$ cat config.mk
export PLATFORM = sky130hd
export DESIGN_NAME = uart_xfer_ctrl
export DESIGN_NICKNAME = d
export VERILOG_FILES = /design/src/rtl/uart_xfer_pkg.sv /design/src/rtl/uart_xfer_port_arb.sv /design/src/rtl/uart_xfer_ctrl.sv
export SDC_FILE = /design/constraint.sdc
export NUM_CORES = 1
export LEC_CHECK = 0
export ABC_AREA = 1
export CORE_UTILIZATION = 43
export CTS_CLUSTER_DIAMETER = 60
export CTS_CLUSTER_SIZE = 8
export DETAILED_ROUTE_END_ITERATION = 12
export PLACE_DENSITY = 0.74
export SLEW_MARGIN = 0
export SYNTH_ARGS = -nofsm -noshare
export SYNTH_HDL_FRONTEND = slang
export SYNTH_SLANG_ARGS = --single-unit
$ cat constraint.sdc
create_clock -name Clock_50 -period 4.8 [get_ports Clock_50]
set_input_delay 0.72 -clock Clock_50 [delete_from_list [all_inputs] [get_ports Clock_50]]
set_output_delay 0.72 -clock Clock_50 [all_outputs]
set_load 0.005 [all_outputs]
$ cat src/rtl/uart_xfer_pkg.sv
// Shared types and constants for the UART loopback transfer controller.
package uart_xfer_pkg;

  localparam int         NUM_BYTES_DEFAULT = 512;
  localparam logic [7:0] ERR_CNT_MAX       = 8'hFF;

  typedef enum logic [1:0] {
    RX_IDLE,
    RX_WAIT,
    RX_WRITE,
    RX_DONE
  } rx_state_type;

  typedef enum logic [2:0] {
    TX_IDLE,
    TX_REQ,
    TX_RD,
    TX_LOAD,
    TX_BUSY,
    TX_DONE
  } tx_state_type;

endpackage

$ cat src/rtl/uart_xfer_port_arb.sv
// RAM port A arbiter: the receive writer always wins; the transmit reader
// gets the port only in cycles with no write. With no request the port is
// parked at address 0 with the write enable low.
module uart_xfer_port_arb #(
  parameter int ADDR_W = 9
) (
  input  logic              wr_req,
  input  logic [ADDR_W-1:0] wr_addr,
  input  logic [7:0]        wr_data,
  input  logic              rd_req,
  input  logic [ADDR_W-1:0] rd_addr,
  output logic              grant_wr,
  output logic              grant_rd,
  output logic [ADDR_W-1:0] mem_addr,
  output logic [7:0]        mem_wdata,
  output logic              mem_we
);

  // Fixed-priority grant and port mux.
  always_comb begin
    // NOTE: every output gets a default first so no path leaves it unassigned (no latch).
    grant_wr  = wr_req;
    grant_rd  = rd_req && !wr_req;
    mem_addr  = '0;
    mem_wdata = '0;
    mem_we    = 1'b0;
    if (grant_wr) begin
      mem_addr  = wr_addr;
      mem_wdata = wr_data;
      mem_we    = 1'b1;
    end else if (grant_rd) begin
      mem_addr  = rd_addr;
    end
  end

endmodule

$ cat src/rtl/uart_xfer_ctrl.sv
// UART loopback sequencer: receive FSM fills the DP-RAM, transmit FSM drains
// it, both sharing RAM port A through uart_xfer_port_arb.
// Optional feature: define UART_XFER_ERR_COUNT_EN to drop frame-error bytes
// and count them in Error_count; otherwise every byte is stored.
module uart_xfer_ctrl
  import uart_xfer_pkg::*;
#(
  parameter int NUM_BYTES = NUM_BYTES_DEFAULT,
  parameter int ADDR_W    = 9
) (
  input  logic              Clock_50,
  input  logic              Reset,
  input  logic              Rx_start,
  input  logic              Tx_start,
  input  logic              Rx_data_ready,
  input  logic [7:0]        Rx_data,
  input  logic              Rx_frame_error,
  output logic              Rx_unload,
  input  logic              Tx_empty,
  output logic              Tx_load,
  output logic [7:0]        Tx_data,
  output logic [ADDR_W-1:0] Mem_addr,
  output logic [7:0]        Mem_wdata,
  output logic              Mem_we,
  input  logic [7:0]        Mem_rdata,
  output logic              Rx_done,
  output logic              Tx_done,
  output logic [ADDR_W:0]   Rx_count,
  output logic [7:0]        Error_count
);

  localparam int             PTR_W    = ADDR_W + 1;
  localparam logic [PTR_W-1:0] LAST_PTR = PTR_W'(NUM_BYTES - 1);
  localparam logic [PTR_W-1:0] END_PTR  = PTR_W'(NUM_BYTES);

`ifdef UART_XFER_ERR_COUNT_EN
  localparam bit ERR_EN = 1'b1;
`else
  localparam bit ERR_EN = 1'b0;
`endif

  rx_state_type     rx_state, rx_state_nxt;
  tx_state_type     tx_state, tx_state_nxt;
  logic [PTR_W-1:0] rx_ptr, tx_ptr;
  logic [7:0]       rx_byte;
  logic             rx_err;
  logic             wr_req, rd_req, grant_wr, grant_rd;
  logic             rx_capture, rx_ptr_inc, tx_capture, tx_issue;

  assign Rx_done  = (rx_state == RX_DONE);
  assign Tx_done  = (tx_state == TX_DONE);
  assign Rx_count = rx_ptr;

  // Requests are masked while Reset is high so an aborted cycle never reaches the RAM.
  // Read eligibility compares against rx_ptr before this cycle's write, so the
  // reader can never target the address being written.
  assign wr_req = (rx_state == RX_WRITE) && !(ERR_EN && rx_err) && !Reset;
  assign rd_req = (tx_state == TX_REQ) && ((tx_ptr < rx_ptr) || Rx_done) && !Reset;

  uart_xfer_port_arb #(.ADDR_W(ADDR_W)) u_port_arb (
    .wr_req    (wr_req),
    .wr_addr   (rx_ptr[ADDR_W-1:0]),
    .wr_data   (rx_byte),
    .rd_req    (rd_req),
    .rd_addr   (tx_ptr[ADDR_W-1:0]),
    .grant_wr  (grant_wr),
    .grant_rd  (grant_rd),
    .mem_addr  (Mem_addr),
    .mem_wdata (Mem_wdata),
    .mem_we    (Mem_we)
  );

  // Receive FSM next state: capture a byte, then write it when granted.
  always_comb begin
    rx_state_nxt = rx_state;
    rx_capture   = 1'b0;
    rx_ptr_inc   = 1'b0;
    case (rx_state)
      RX_IDLE:  if (Rx_start) rx_state_nxt = RX_WAIT;
      RX_WAIT: begin
        if (Rx_data_ready) begin
          rx_capture   = 1'b1;
          rx_state_nxt = RX_WRITE;
        end
      end
      RX_WRITE: begin
        if (ERR_EN && rx_err) begin
          rx_state_nxt = RX_WAIT;
        end else if (grant_wr) begin
          rx_ptr_inc   = 1'b1;
          rx_state_nxt = (rx_ptr == LAST_PTR) ? RX_DONE : RX_WAIT;
        end
      end
      default: rx_state_nxt = rx_state;
    endcase
  end

  // Transmit FSM next state: read, hand the byte over, wait for it to drain.
  // When the transmitter is already empty in TX_RD the load is issued at once
  // so Tx_load lines up with Tx_data two cycles after the read address.
  // The first TX_BUSY cycle is the Tx_load cycle, where Tx_empty is still stale.
  always_comb begin
    tx_state_nxt = tx_state;
    tx_capture   = 1'b0;
    tx_issue     = 1'b0;
    case (tx_state)
      TX_IDLE: if (Tx_start) tx_state_nxt = TX_REQ;
      TX_REQ:  if (grant_rd) tx_state_nxt = TX_RD;
      TX_RD: begin
        tx_capture = 1'b1;
        if (Tx_empty) begin
          tx_issue     = 1'b1;
          tx_state_nxt = TX_BUSY;
        end else begin
          tx_state_nxt = TX_LOAD;
        end
      end
      TX_LOAD: begin
        if (Tx_empty) begin
          tx_issue     = 1'b1;
          tx_state_nxt = TX_BUSY;
        end
      end
      TX_BUSY: begin
        if (!Tx_load && Tx_empty)
          tx_state_nxt = (tx_ptr == END_PTR) ? TX_DONE : TX_REQ;
      end
      default: tx_state_nxt = tx_state;
    endcase
  end

  // State, pointers and registered handshake outputs.
  always_ff @(posedge Clock_50) begin
    // NOTE: non-blocking assignments so every flop samples pre-edge values.
    if (Reset) begin
      rx_state  <= RX_IDLE;
      tx_state  <= TX_IDLE;
      rx_ptr    <= '0;
      tx_ptr    <= '0;
      rx_byte   <= '0;
      rx_err    <= 1'b0;
      Rx_unload <= 1'b0;
      Tx_load   <= 1'b0;
      Tx_data   <= '0;
    end else begin
      rx_state  <= rx_state_nxt;
      tx_state  <= tx_state_nxt;
      Rx_unload <= rx_capture;
      Tx_load   <= tx_issue;
      if (rx_capture) begin
        rx_byte <= Rx_data;
        rx_err  <= Rx_frame_error;
      end
      if (rx_ptr_inc) rx_ptr  <= rx_ptr + PTR_W'(1);
      if (tx_capture) Tx_data <= Mem_rdata;
      if (tx_issue)   tx_ptr  <= tx_ptr + PTR_W'(1);
    end
  end

`ifdef UART_XFER_ERR_COUNT_EN
  // Count dropped frame-error bytes, holding at the ceiling instead of wrapping.
  always_ff @(posedge Clock_50) begin
    if (Reset)
      Error_count <= '0;
    else if (rx_state == RX_WRITE && rx_err && Error_count != ERR_CNT_MAX)
      Error_count <= Error_count + 8'd1;
  end
`else
  assign Error_count = '0;
`endif

endmodule

==> results.md <==
- Post-CTS Setup Bufs: 0
- Core ar.: 5238 µm²
- Hold Vio Cnt, Final: 0
- Worst-case reg-to-reg path depth: 7
- Resize count post-CTS: 0
- Die height: 76.69 µm
- Clock Latency Late Sink: 0.29 ns
- Metal1 wirelength: 2743 µm
- # Max-Cap Violations: 0
- Yosys cell types: 32
- Leakage: 1.220 nW
- Cell taking the most area after synthesis: dfxtp_1
- Layout area overhead: 30.31%
- Period minus WS final: 3.729 ns
- TritonCTS clock tree: yes
- Setup CP Type: in -> out
- Seq/Total Area, Yosys: 0.3589
- Async S/R FF share, synth: 0
- Avg Inst Size Synth: 7.203 µm²
- Avg WL per Cell: 12.19 µm
- Simple-Gate Fraction of Synth Area: 0.2405
- Nature of the critical path startpoint: input pin
- Largest net degree at the start of global routing: 34
- Adder-Cell Fraction of Synth Area: 0.09390
- Final WL: 5645 µm
- Post-route antenna net violation count: 0
- Max frequency: 0.2682 GHz
- DR WL met3: 266 µm
- Data required, critical path: 4.08 ns
- TritonCTS buffer count: 5
- Synth Area in Compound Gates: 0.1753
- Worst hold path stage count: 2
- Die W: 76.69 µm
- Xor and xnor area share after synthesis: 0.01095
- Post-Place Worst Slack: 1.092 ns
- GPL Wtd Cong: 0.8568
- Synth area leaders: dfxtp_1 (36%), ha_1 (9.4%), inv_1 (7.0%)
- Final Max Slew Viols: 0
- Top FF cell, synth: dfxtp_1
- Final net count: 434
- Post-CTS Hold Fix Bufs: 0
- Clk buf depth: 2
- I/O Pins: 71
- First-pass GRT wire length: 9453 µm
- N_diodes: 0
- Critical path data arrival time: 3.01 ns
- Area fraction of the dominant cell type after synthesis: 0.3589
- CTS H-tree depth: 2
- Fin worst setup slack: 1.071 ns
- Share of layout cells above drive strength 1: 0.07125
- I/O Buffers: 61
- RSZ-0062 raised after global routing: no
- Largest family of logic cells by synthesized area: simple AND/OR/NAND/NOR gates
- Gr usage total: 0.1988
- Post-synthesis mux area share: 0
- Synth warn: 0
- Crit Path Max Fanout: 33
- Final setup viols: 0
- GRT overflow: 0
- Vias/cell: 5.060
- Area of the die: 5881 µm²
- Util after Layout: 0.5968
- Post-synth EDFFs: 0
- Initial DRC count: 93
- Status: complete, no violations
- Vias in the first global route: 2057
- HP Class: reg -> reg
- Synth Register Bits: 43
- Element type at the critical path end: primary output
- # clock sinks: 43
- Initial antenna violation count: 0
- Residual DRC count: 0
- Row cnt: 26
- Clock Skew: 0.003450 ns
- Hpwl dp: 4129 µm
- Worst-margin pin slew: 0.5055 ns
- Smallest hold slack: 0.4583 ns
- CTS clock-pin slew for the worst setup and hold paths: 0.08 ns
- Initial Util: 0.4580
- Power per cell area: 325.6 nW/µm²
- VDD IR max: 0.2077 mV
- Met2 WL: 2594 µm
- Clock Tree Root: clkbuf_8
- Synthesized area: 2399 µm²
- Mapped Cells: 333
- Drt first pass iters: 4
- Via count: 2343
- Final Cycle Share: 0.7768
- Highest Signal Layer: met4
- Max_slew headroom: 0.6625
- Final TNS setup: 0 ns
-- sequential cells by signal, summed over array words and instances (netlist names) --
signal,flops
Rx_count,10
Rx_unload,1
Tx_load,1
tx_state,3
Tx_data,8
tx_ptr,10
rx_state,2
rx_byte,8
-- critical path, cell delays in order --
cell             delay (ns)
clkdlybuf4s50_1        0.39
buf_4                  0.19
inv_2                  0.40
nand2_1                0.24
nor2_1                 0.17
nand2_2                0.16
o22ai_1                0.19
clkdlybuf4s50_1        0.54
-- worst paths after layout --
check / to / start / slack, ns
worst max-delay path: Mem_addr[5] / Reset / 1.07
worst min-delay path: rx_byte[1] / rx_byte[1] / 0.46
worst min register to register: rx_byte[1] / rx_byte[1] / 0.46
worst max register to register: Rx_count[9] / rx_state[0] / 2.77
-- through the flow --
step                      instance area [µm²]  instances  power (mW)
after global routing                     3126        463       1.096
final                                    3126        463       1.018
after floorplan                          2425        340      0.6755
after CTS                                3126        463       1.023
after global placement                   3038        456      0.7772
after detailed placement                 3038        456      0.7866
-- kinds of logic after synthesis --
| logic type | count (synthesis) |
|---|---|
| AND/OR/NAND/NOR | 124 |
| AO/OA/AOI/OAI | 77 |
| buffers and inverters | 67 |
| flip-flops | 43 |
| adder cells (fa/ha/maj) | 18 |
| XOR/XNOR | 3 |
| other | 1 |
-- final cells by class --
cell class	count	area, µm²
Clock buffer	6	82.58
Clock inverter	1	5.005
Fill cell	495	2112
Inverter	51	192.7
Multi-Input combinational cell	230	1279
Sequential cell	43	860.8
Tap cell	70	87.58
Timing Repair Buffer	62	618.1
-- cells in the final DEF, fill, tap and decap left out, drive strengths merged --
master / n
a211oi: 3
inv: 50
nor3: 13
a21o: 1
conb: 8
clkinv: 2
nand3: 17
a21oi: 29
buf: 1
nand2: 44
nor2: 43
ha: 18
nor4: 3
nand4: 4
dfxtp: 43
clkdlybuf4s50: 61
xor2: 3
o31ai: 1
a31oi: 1
o21ai: 32
clkbuf: 6
o22ai: 10
-- where the power goes --
part	internal, mW	leakage [nW]	switching, mW	total [mW]
sequential	0.409	0.349	0.0440	0.453
clock	0.113	0.0470	0.121	0.234
combinational	0.141	0.824	0.189	0.330
total	0.663	1.22	0.354	1.02
-- per-layer routing --
metal / global-route usage / up-vias
met3: 0.04881 / 5
met5: 0 / -
met1: 0.2585 / 1061
met2: 0.3286 / 71
li1: - / 1206
met4: 0.04808 / 0
-- cell usage after synthesis, types with 2 or more instances --
cell type / count
clkbuf_1: 5
inv_2: 5
xor2_1: 3
o21ai_1: 2
a211oi_1: 3
nand2_2: 4
buf_2: 2
dfxtp_1: 43
inv_1: 45
a21oi_1: 28
nand2_1: 39
nor2_1: 42
o22ai_1: 10
ha_1: 18
buf_4: 8
nand3_2: 3
nand3_1: 14
o21ai_0: 30
nor4_1: 3
nand4_1: 4
nor3_2: 2
nor3_1: 10
Note: power is estimated with default switching activity, not from simulation.
